### src/rtl/video_cfg_pkg.sv
// rtl/video_cfg_pkg.sv - cfg bundle layout and sequencer state encoding shared with the video pipeline
package video_cfg_pkg;

  // Declared MSB first, so scanlines[0] lands on bit 0 of the 12-bit bundle.
  typedef struct packed {
    logic [3:0] blend_coeff;
    logic       blend;
    logic [1:0] rotate;
    logic       ypbpr;
    logic       no_csync;
    logic       scandoubler_disable;
    logic [1:0] scanlines;
  } cfg_t;

  localparam int CFG_W = $bits(cfg_t);

  typedef enum logic [1:0] {
    SEQ_IDLE    = 2'd0,
    SEQ_WAIT_VS = 2'd1,
    SEQ_APPLY   = 2'd2,
    SEQ_SETTLE  = 2'd3
  } seq_state_e;

endpackage

### src/rtl/video_vs_watch.sv
// rtl/video_vs_watch.sv - VSync leading-edge detector plus missing-VSync watchdog
module video_vs_watch #(
  parameter logic VS_POL    = 1'b0,
  parameter int   TIMEOUT_W = 22
) (
  input  logic clk_sys,
  input  logic reset_n,
  input  logic vsync,
  input  logic count_en,
  input  logic restart,
  output logic vs_edge,
  output logic timeout
);

  logic                 vs_q;
  logic [TIMEOUT_W-1:0] wd_q;
  logic [TIMEOUT_W-1:0] wd_d;

  assign vs_edge = (vsync == VS_POL) && (vs_q != VS_POL);
  assign timeout = count_en && (&wd_q);

  // Expiry lets the counter wrap to zero, so a dead VSync keeps producing evenly spaced timeouts.
  always_comb begin
    wd_d = wd_q;
    if (vs_edge || restart) begin
      wd_d = '0;
    end else if (count_en) begin
      wd_d = wd_q + TIMEOUT_W'(1);
    end
  end

  always_ff @(posedge clk_sys or negedge reset_n) begin
    if (!reset_n) begin
      vs_q <= ~VS_POL;
      wd_q <= '0;
    end else begin
      vs_q <= vsync;
      wd_q <= wd_d;
    end
  end

endmodule

### src/rtl/video_cfg_sequencer.sv
// rtl/video_cfg_sequencer.sv - applies video config changes atomically at VSync with output muting
module video_cfg_sequencer
  import video_cfg_pkg::*;
#(
  parameter logic             VS_POL      = 1'b0,
  parameter int               MUTE_FRAMES = 2,
  parameter int               TIMEOUT_W   = 22,
  parameter logic [CFG_W-1:0] RESET_CFG   = 12'h000
) (
  input  logic       clk_sys,
  input  logic       reset_n,
  input  cfg_t       cfg_req,
  input  logic       vsync,
  output cfg_t       cfg_active,
  output logic       mute,
  output logic       busy,
  output logic [7:0] apply_cnt
);

  seq_state_e state_q, state_d;
  cfg_t       active_q, active_d;
  cfg_t       pend_q, pend_d;
  logic       mute_q, mute_d;
  logic [7:0] cnt_q, cnt_d;
  logic [3:0] frame_q, frame_d;

  logic vs_edge;
  logic timeout;
  logic frame_evt;
  logic count_en;

  assign count_en  = (state_q == SEQ_WAIT_VS) || (state_q == SEQ_SETTLE);
  assign frame_evt = vs_edge || timeout;

  video_vs_watch #(
    .VS_POL   (VS_POL),
    .TIMEOUT_W(TIMEOUT_W)
  ) u_vs_watch (
    .clk_sys (clk_sys),
    .reset_n (reset_n),
    .vsync   (vsync),
    .count_en(count_en),
    .restart (state_d != state_q),
    .vs_edge (vs_edge),
    .timeout (timeout)
  );

  always_comb begin
    state_d  = state_q;
    active_d = active_q;
    pend_d   = pend_q;
    mute_d   = mute_q;
    cnt_d    = cnt_q;
    frame_d  = frame_q;
    unique case (state_q)
      SEQ_IDLE: begin
        if (cfg_req != active_q) begin
          pend_d  = cfg_req;
          state_d = SEQ_WAIT_VS;
        end
      end
      SEQ_WAIT_VS: begin
        pend_d = cfg_req;
        if (frame_evt) begin
          mute_d  = 1'b1;
          state_d = SEQ_APPLY;
        end
      end
      SEQ_APPLY: begin
        active_d = pend_q;
        cnt_d    = cnt_q + 8'd1;
        frame_d  = 4'd0;
        state_d  = SEQ_SETTLE;
      end
      SEQ_SETTLE: begin
        // A new request seen on a real edge restarts the mute window instead of counting a frame.
        if (vs_edge && (cfg_req != active_q)) begin
          pend_d  = cfg_req;
          state_d = SEQ_APPLY;
        end else if (frame_evt) begin
          frame_d = frame_q + 4'd1;
          if (frame_d == 4'(MUTE_FRAMES)) begin
            mute_d  = 1'b0;
            state_d = SEQ_IDLE;
          end
        end
      end
      default: state_d = SEQ_WAIT_VS;
    endcase
  end

  always_ff @(posedge clk_sys or negedge reset_n) begin
    if (!reset_n) begin
      state_q  <= SEQ_WAIT_VS;
      active_q <= RESET_CFG;
      pend_q   <= RESET_CFG;
      mute_q   <= 1'b1;
      cnt_q    <= 8'd0;
      frame_q  <= 4'd0;
    end else begin
      state_q  <= state_d;
      active_q <= active_d;
      pend_q   <= pend_d;
      mute_q   <= mute_d;
      cnt_q    <= cnt_d;
      frame_q  <= frame_d;
    end
  end

  assign cfg_active = active_q;
  assign mute       = mute_q;
  assign busy       = (state_q != SEQ_IDLE);
  assign apply_cnt  = cnt_q;

endmodule

### config.mk
export PLATFORM = sky130hd
export DESIGN_NAME = video_cfg_sequencer
export DESIGN_NICKNAME = d
export VERILOG_FILES = /design/src/rtl/video_cfg_pkg.sv /design/src/rtl/video_vs_watch.sv /design/src/rtl/video_cfg_sequencer.sv
export SDC_FILE = /design/constraint.sdc
export NUM_CORES = 1
export LEC_CHECK = 0
export BUFFER_PORTS_ARGS = -buffer_cell sky130_fd_sc_hd__buf_2
export CAP_MARGIN = 20
export CORE_ASPECT_RATIO = 0.9
export CORE_MARGIN = 10
export CORE_UTILIZATION = 37
export DETAILED_ROUTE_END_ITERATION = 6
export SETUP_SLACK_MARGIN = 0.15
export SLEW_MARGIN = 20
export SYNTH_ARGS = -nofsm -noshare
export SYNTH_HDL_FRONTEND = slang
export SYNTH_SLANG_ARGS = --single-unit
### constraint.sdc
create_clock -name clk_sys -period 5.6 [get_ports clk_sys]
set_input_delay 0.84 -clock clk_sys [delete_from_list [all_inputs] [get_ports clk_sys]]
set_output_delay 0.84 -clock clk_sys [all_outputs]
set_load 0.02 [all_outputs]
Word-level counts from Yosys, hierarchy flattened:

Index checks and enable logic that the tools add are counted.

* bits in registers: 62
* input bits: 15
* logic and storage cells: 71

* add/subtract/negate cells: 3
* eq/ne operators: 12
* muxes and demuxes: 19
* bitwise operators: 1
* reductions and logical operators: 16

Operators with widths (count)
* $mux 22: 2
* $pmux 12 s3: 1
* $mux 12: 2
* $add 22x1->22 const B: 1
* $reduce_and 22->1: 1
* $ne 12x12->1: 1
* $mux 2: 5
* $add 8x1->8 const B: 1
* $mux 4: 2
* $ne 2x2->1 const B: 4
* $pmux 2 s4: 1
* $pmux 4 s2: 1
* $reduce_bool 2->1: 4
* $reduce_and 3->1: 2
* $reduce_and 5->1: 1
* $add 4x1->4 const B: 1
* $eq 2x2->1 const B: 2
* $eq 4x2->1 const B: 1
* $mux 1: 4
* $ne 2x1->1 const B: 2
* $logic_and 1x1->1: 3
* $logic_or 1x1->1: 3
* $reduce_bool 3->1: 1
* $eq 2x1->1 const B: 1
* 4 further kinds: 4

Longest topological paths before layout:

Gate-level depths: netlist of the first run.

* depth in word-level cells: 10
* depth in mapped cells: 7
* depth with buffers taken out: 6

Cells and area by module:

Synthesis of the first run repeated with hierarchy kept, for this count alone.

* cells, all modules: 276
* area, all modules: 3120.5 µm²

By module, submodules not included
* video_cfg_sequencer: instances 1, cells an instance 150, area an instance 1924.3 µm², sequential area each 978.4 µm²
* video_vs_watch: instances 1, cells an instance 126, area an instance 1196.1 µm², sequential area each 576.8 µm²

Worst setup path before layout of the first run:

No wires, ideal clock.

* path type: in2reg
* start: in cfg_req[5] (netlist bit)
* end: reg pend_q[10] (netlist bit)
* setup time: 0.125 ns
* arrival time: 2.240 ns
* path slack: 3.235 ns
* stages: 6
* buffers on the path: 1
* path through: xor2_1 nor4_2 a31o_2 o2bb2ai_2 buf_6 mux2_2

* longest elaborated chain between the ends: 4

RTL lines
* start, declared: RTL line video_cfg_sequencer.sv:12 `input cfg_t cfg_req,`
* $ne 12x12->1 *: RTL line video_cfg_sequencer.sv:57, video_cfg_sequencer.sv:77
* $logic_and 1x1->1: RTL line video_cfg_sequencer.sv:77 `if (vs_edge && (cfg_req != active_q)) begin`
* $ne 2x1->1 (no source line)
* $reduce_and 3->1 (no source line) *
* end signal, assigned: RTL line video_cfg_sequencer.sv:103 `pend_q <= pend_d;`
* end, declared: RTL line video_cfg_sequencer.sv:22 `cfg_t pend_q, pend_d;`

Every way passes the cells marked *; elsewhere a longest branch is shown, timed or not.
A chain may end at the register's enable or synchronous reset.

Final worst setup path of the first run:

* start: in cfg_req[5] (netlist bit)
* end: reg u_vs_watch.wd_q[3]

* longest elaborated chain between the ends: 7

RTL lines
* $ne 12x12->1 *: RTL line video_cfg_sequencer.sv:57, video_cfg_sequencer.sv:77
* $logic_and 1x1->1: RTL line video_cfg_sequencer.sv:77
* $mux 2: RTL line video_cfg_sequencer.sv:77
* $pmux 2 s4 *: RTL line video_cfg_sequencer.sv:55 `unique case (state_q)`
* $ne 2x2->1 *: RTL line video_cfg_sequencer.sv:43 `.restart (state_d != state_q),`
* $logic_or 1x1->1 *: RTL line video_vs_watch.sv:25 `if (vs_edge || restart) begin`
* $mux 22 / $reduce_bool 2->1 (equally long branches)
* end signal, assigned: RTL line video_vs_watch.sv:38 `wd_q <= wd_d;`
* end, declared: RTL line video_vs_watch.sv:16 `logic [TIMEOUT_W-1:0] wd_q;`

Marked as above.

==> metrics.md, run 1 <==
| Metric | Value |
|---|---|
| Outcome | finished clean |
| Clock latency of the later-clocked register in the worst-skew pair | 350 ps |
| DP Cell Count | 397 |
| Number of instances resized during post-cts repair | 0 |
| Sum of overflow across all layers after global routing | 0 |
| Most repeated cell in the gate-level netlist after synthesis | dfrtp_1 |
| Worst rel slew slack | 40.6% |
| Share of synthesized flip-flops with an asynchronous set or reset | 100% |
| Count of unresolved DRC violations after routing | 0 |
| Top cell types by occurrence after synthesis | dfrtp_1 (59), mux2_2 (25), xor2_1 (24), a21oi_1 (23), nand2_1 (17) |
| Clock skew | 12.9 ps |
| Starting density of the core | 38.3% |
| Peak supply drop | 0.257 mV |
| Slew of the pin with the lowest slew margin | 888 ps |
| Number of vias per cell after detailed routing | 5.08 |
| Final Slew Violations | 0 |
| Via count of the first global-routing pass | 2159 |
| Antenna diodes | 0 |
| Setup slack after layout | 2860 ps |
| Final Instance Count excl. Fillers | 413 |
| Final Net Count | 328 |
| Top achievable clock speed | 365 MHz |
| Standard-cell row count | 31 |
| Distinct cells, synth | 48 |
| Buffers from clock root to sink, at most | 2 |
| Via count | 2097 |
| Count of buffers inserted at the top-level ports | 36 |
| Chip width | 117 µm |
| Part of the Yosys area used for sequential elements | 50.1% |
| Number of hold buffers added after CTS | 0 |
| Crit share post-route | 49.0% |
| Number of buffers inserted during clock tree synthesis | 9 |
| Core area | 8110 µm² |
| Post-placement setup slack | 2470 ps |
| Number of storage elements in the synthesis netlist | 62 |
| I/O pin total | 37 |
| H-Tree Level Count | 3 |
| Yosys warning count | 0 |
| Flip-flop cell with the highest count after synthesis | dfrtp_1 |
| Clock tree from TritonCTS | yes |
| Worst EP arrival | 2990 ps |
| Number of enable-type register cells in the synthesized netlist | 0 |
| Synthesized area divided by synthesized cell count | 11.5 µm² |
| Clock period minus final worst setup slack | 2740 ps |
| Average wire per standard cell | 14.7 µm |
| Remaining antenna violation count | 0 |
| Fillcell total | 775 |
| Max FO, Critical Path | 20 |
| Type of the tightest min-delay check | reg2reg |
| Max cap viols | 0 |
| Number of clock sinks seen by CTS | 62 |
| Largest net degree at the start of global routing | 63 |
| Initial antenna violation count | 0 |
| Number of DRC markers in iteration 0 | 61 |
| Buffer count from post-CTS setup fixing | 0 |
| TNS Setup | 0 ps |
| Final setup vio count | 0 |
| Cell area after synthesis | 3100 µm² |
| Number of hold violations in the final report | 0 |
| Worst setup path class | in2reg |
| Required @ worst endpoint | 5850 ps |
| First-pass GRT wire length | 10400 µm |
| Floorplan die area | 12500 µm² |
| Final estimated routing congestion in global placement | 0.745 |
| Net Count, Synth | 288 |
| Leakage power summed over all cells | 1.55 nW |
| DIE HEIGHT | 107 µm |
| Dominant cell type by area after synthesis | dfrtp_1 |
| Top cells by area in the synthesized netlist | dfrtp_1 (48%), mux2_2 (9.1%), xor2_1 (6.8%), xnor2_1 (4.2%), a21oi_1 (3.7%) |
| Total half-perimeter wirelength after legalization and detailed placement | 4170 µm |
| Clock slew seen by the registers of the worst setup and hold paths | 70 ps |
| Area delta synth->final | 15.1% |
| Layout cell share with drive strength beyond 1 | 30.6% |
| Post-synth top area share | 47.6% |
| Root Driver | clkbuf_8 |
| Detailed-router iteration count before antenna repair | 4 |
| Startpoint Class | primary input |
| Total routing resource utilization after global routing | 10.5% |
| Total design power | 1.59 mW |
| RSZ-0062 raised after global routing | false |
| CP Capture Type | flip-flop |
| Overall routed net length | 6050 µm |
| Cell Pwr Density | 444 nW/µm² |
| Worst hold margin | 468 ps |
| Number of instances in the synthesized netlist | 269 |
[worst max-delay path, cell delays in order]
cell	delay, ps
buf_2	120
xor2_1	140
nor4_2	480
and3_1	310
nand4_1	720
a21oi_1	380
[cell type report]
type / instances / area [µm²] / share of cell area [%]
well taps: 99 / 124 / 3.47
clock inverters: 7 / 75.1 / 2.10
clock buffers: 9 / 124 / 3.47
inverters: 7 / 26.3 / 0.735
flip-flops and latches: 62 / 1560 / 43.5
multi-input cells: 190 / 1470 / 41.0
repair buffers: 39 / 203 / 5.67
[path summary, 6_finish.rpt]
path / from / end / slack (ps) / cells after the start
setup / recovery: cfg_req[5] / u_vs_watch.wd_q[3]$_DFFE_PN0P_ / 2860 / 6
hold / removal: apply_cnt[7]$_DFFE_PN0N_ / apply_cnt[7]$_DFFE_PN0N_ / 470 / 1
setup reg to reg: cfg_active[5]$_DFFE_PN0N_ / u_vs_watch.wd_q[3]$_DFFE_PN0P_ / 3030 / 5
hold reg to reg: apply_cnt[7]$_DFFE_PN0N_ / apply_cnt[7]$_DFFE_PN0N_ / 470 / 1
max in group asynchronous: reset_n / u_vs_watch.wd_q[21]$_DFFE_PN0P_ / 4430 / 2
min in group asynchronous: reset_n / pend_q[3]$_DFFE_PN0P_ / 640 / 2
[flip-flops by register name, summed over array words and instances, names as in the netlist]
register         flops
state_q              2
pend_q              12
u_vs_watch.vs_q      1
apply_cnt            8
u_vs_watch.wd_q     22
frame_q              4
cfg_active          12
mute                 1
[through the flow]
stage	area, µm²	utilization, %
6_report	3570	44.1
5_1_grt	3570	44.1
4_1_cts	3570	44.1
3_5_place_dp	3370	41.6
3_3_place_gp	3370	41.6
2_1_floorplan	3100	-
[where the power goes]
group / switching, mW / internal, mW
Combinational: 0.262 / 0.227
Clock: 0.186 / 0.206
Sequential: 0.123 / 0.582
[layout by cell type, fill, tap and decap left out, types with 4 or more instances in the layout]
cell	n
dfrtp_1	59
buf_2	36
mux2_2	25
xor2_1	24
a21oi_1	23
nand2_1	17
xnor2_1	15
nand3_1	14
nor2_1	9
nand4_1	9
clkbuf_8	9
inv_1	7
and3_1	4
ha_1	4
[cell families after synthesis]
group	after synthesis	share of synthesized area (%)
xor gates and xnor gates	39	11.0
adders and majority gates	4	1.61
buffers and inverters	17	2.66
DFF	62	50.1
AOI/OAI and AO/OA	44	9.55
muxes	26	9.43
and+or+nand+nor	77	15.6
[layer usage]
layer / global-route usage (%) / wire [µm] / up-vias
met5: 0 / 0 / -
met1: 12.5 / 2800 / 1019
met2: 16.4 / 2930 / 23
li1: - / - / 1045
met3: 3.68 / 207 / 10
met4: 5.47 / 114 / 0
Power figures use the tool's default switching activity.
==> inputs of run 2 (changes only) <==
==> constraint.sdc (replaced) <==
create_clock -name clk_sys -period 2.5 [get_ports clk_sys]
set_input_delay 0.375 -clock clk_sys [delete_from_list [all_inputs] [get_ports clk_sys]]
set_output_delay 0.375 -clock clk_sys [all_outputs]
set_load 0.02 [all_outputs]
==> run 2 against run 1 <==
Net effect:
- die area did not move
- sequential share of layout area fell by 0.54 points
- highest routed layer unchanged
- hold slack got worse by 450 ps
- sequential power rose by 120%
- clock skew barely moved
- via count rose by 2.8%
- global-route usage rose by 0.75 points
- combinational power rose by 130%
==> metrics.md, run 2 (synthesis results as in run 1) <==
| Metric | Value |
|---|---|
| Outcome | finished clean |
| Final estimated routing congestion in global placement | 0.772 |
| Fillcell total | 759 |
| Number of DRC markers in iteration 0 | 124 |
| Detailed-router iteration count before antenna repair | 7 |
| Multi-input gate area | 1470 µm² |
| Root Driver | clkbuf_8 |
| Buffer count from post-CTS setup fixing | 0 |
| Area delta synth->final | 16.6% |
| Reg-to-reg critical path endpoint | pend_q[11]$_DFFE_PN0P_ |
| Starting density of the core | 38.3% |
| Type of the tightest min-delay check | in2async |
| Clock tree from TritonCTS | yes |
| Initial antenna violation count | 0 |
| Buffers from clock root to sink, at most | 2 |
| Most frequent cells in the layout | dfrtp_1 (59), buf_2 (36), mux2_2 (25) |
| Top achievable clock speed | 455 MHz |
| Core area | 8110 µm² |
| Number of buffer and inverter stages on the critical path | 0 |
| Max cap viols | 0 |
| Overall routed net length | 6310 µm |
| Standard-cell row count | 31 |
| Critical path's slowest cell | o2bb2ai_2 |
| Most common cell after layout, fill and taps aside | dfrtp_1 |
| Average wire per standard cell | 15.1 µm |
| Peak per-stage delay on the critical path | 580 ps |
| Remaining antenna violation count | 0 |
| Slew of the pin with the lowest slew margin | 668 ps |
| Chip width | 117 µm |
| Largest net degree at the start of global routing | 41 |
| Via count | 2155 |
| Startpoint Class | flip-flop |
| FF+latch area | 1560 µm² |
| Final setup vio count | 0 |
| Layout cell share with drive strength beyond 1 | 31.6% |
| Via count of the first global-routing pass | 2201 |
| Required @ worst endpoint | 2720 ps |
| I/O pin total | 37 |
| Final Slew Violations | 0 |
| Count of unresolved DRC violations after routing | 0 |
| Crit path max-delay family | compound AO/OA/AOI/OAI gates |
| Leakage power summed over all cells | 1.59 nW |
| Number of buffers inserted during clock tree synthesis | 9 |
| Number of hold violations in the final report | 0 |
| Number of hold buffers added after CTS | 0 |
| Final Net Count | 334 |
| Cell Pwr Density | 978 nW/µm² |
| RSZ-0062 raised after global routing | false |
| Worst EP arrival | 2420 ps |
| Number of instances resized during post-cts repair | 0 |
| Total half-perimeter wirelength after legalization and detailed placement | 4370 µm |
| TNS Setup | 0 ps |
| Peak supply drop | 0.525 mV |
| Flip-flop count of the largest register after layout | 22 |
| Sum of overflow across all layers after global routing | 0 |
| Clock slew seen by the registers of the worst setup and hold paths | 70 ps |
| Floorplan die area | 12500 µm² |
| Worst rel slew slack | 55.2% |
| Cell area reported after detailed placement | 3430 µm² |
| Start of the worst register-to-register path | cfg_active[5]$_DFFE_PN0N_ |
| Clock latency of the later-clocked register in the worst-skew pair | 340 ps |
| Register-to-Register Setup Slack | 300 ps |
| Crit share post-route | 87.9% |
| Antenna diodes | 0 |
| Number of vias per cell after detailed routing | 5.14 |
| Number of cells on the worst reg-to-reg path | 5 |
| Worst setup path class | reg2reg |
| First-pass GRT wire length | 11100 µm |
| Largest reg by FF count | u_vs_watch.wd_q |
| Total non-filler cell area in the finished layout | 3620 µm² |
| Total routing resource utilization after global routing | 11.2% |
| Max FO, Critical Path | 12 |
| Final cell utilization of the core | 44.6% |
| Number of clock sinks seen by CTS | 62 |
| Count of buffers inserted at the top-level ports | 36 |
| Clock period minus final worst setup slack | 2200 ps |
| H-Tree Level Count | 3 |
| DIE HEIGHT | 107 µm |
| CP Capture Type | flip-flop |
| Cells along the critical path | xor2_1, nor4_2, a31oi_1, o2bb2ai_2, mux2_2 |
| Clock skew | 12.9 ps |
==> run 2: area by class of cell <==
cell class / instances / area share [%]
sequential: 62 / 43.0
inverter: 7 / 0.726
timing repair buffer: 45 / 7.19
clock inverter: 3 / 0.484
clock buffer: 13 / 4.67
tap: 99 / 3.42
multi-input combinational: 190 / 40.5
==> run 2: worst reg2reg max path, cell delays in order (launching register included) <==
cell and delay [ps]:
dfrtp_1 410, xor2_1 180, nor4_2 360, a31oi_1 160
o2bb2ai_2 580, mux2_2 410
==> run 2: worst max-delay path by stage <==
| stage | start | to | slack, ps | cells after the start |
|---|---|---|---|---|
| 3_3_place_gp | cfg_req[5] | pend_q[3]$_DFFE_PN0P_ | 220 | 6 |
| 4_1_cts | cfg_active[5]$_DFFE_PN0N_ | pend_q[1]$_DFFE_PN0P_ | 250 | 5 |
| 6_report | cfg_active[5]$_DFFE_PN0N_ | pend_q[11]$_DFFE_PN0P_ | 300 | 5 |
| 5_1_grt | cfg_active[5]$_DFFE_PN0N_ | pend_q[10]$_DFFE_PN0P_ | 170 | 5 |
| 3_5_place_dp | cfg_req[5] | pend_q[1]$_DFFE_PN0P_ | 220 | 6 |
| 2_1_floorplan | cfg_active[5]$_DFFE_PN0N_ | pend_q[10]$_DFFE_PN0P_ | 470 | 6 |
==> run 2: metrics by stage <==
step / total power [mW] / instances / hold slack (ps) / setup slack, ps
after detailed placement: 2.75 / 403 / 394 / 218
after global routing: 3.79 / 419 / 31.5 / 175
final: 3.54 / 419 / 13.3 / 302
after global placement: 2.72 / 403 / 389 / 225
after floorplan: 2.37 / 269 / 79.4 / 469
after CTS: 3.59 / 419 / 20.1 / 249
==> run 2: layer usage <==
layer / up-vias / global-route usage, % / share of wire [%]
met4: 0 / 5.56 / 1.6
met2: 32 / 16.7 / 48
met3: 7 / 2.95 / 3.5
met5: - / 0 / 0
li1: 1062 / - / -
met1: 1054 / 14.8 / 47
==> run 2: power by group <==
part | leakage, nW | internal (mW) | switching (mW) | total, mW
clock network | 0.0954 | 0.438 | 0.387 | 0.825
logic | 0.709 | 0.530 | 0.607 | 1.14
registers | 0.784 | 1.30 | 0.271 | 1.57
total | 1.59 | 2.27 | 1.27 | 3.54
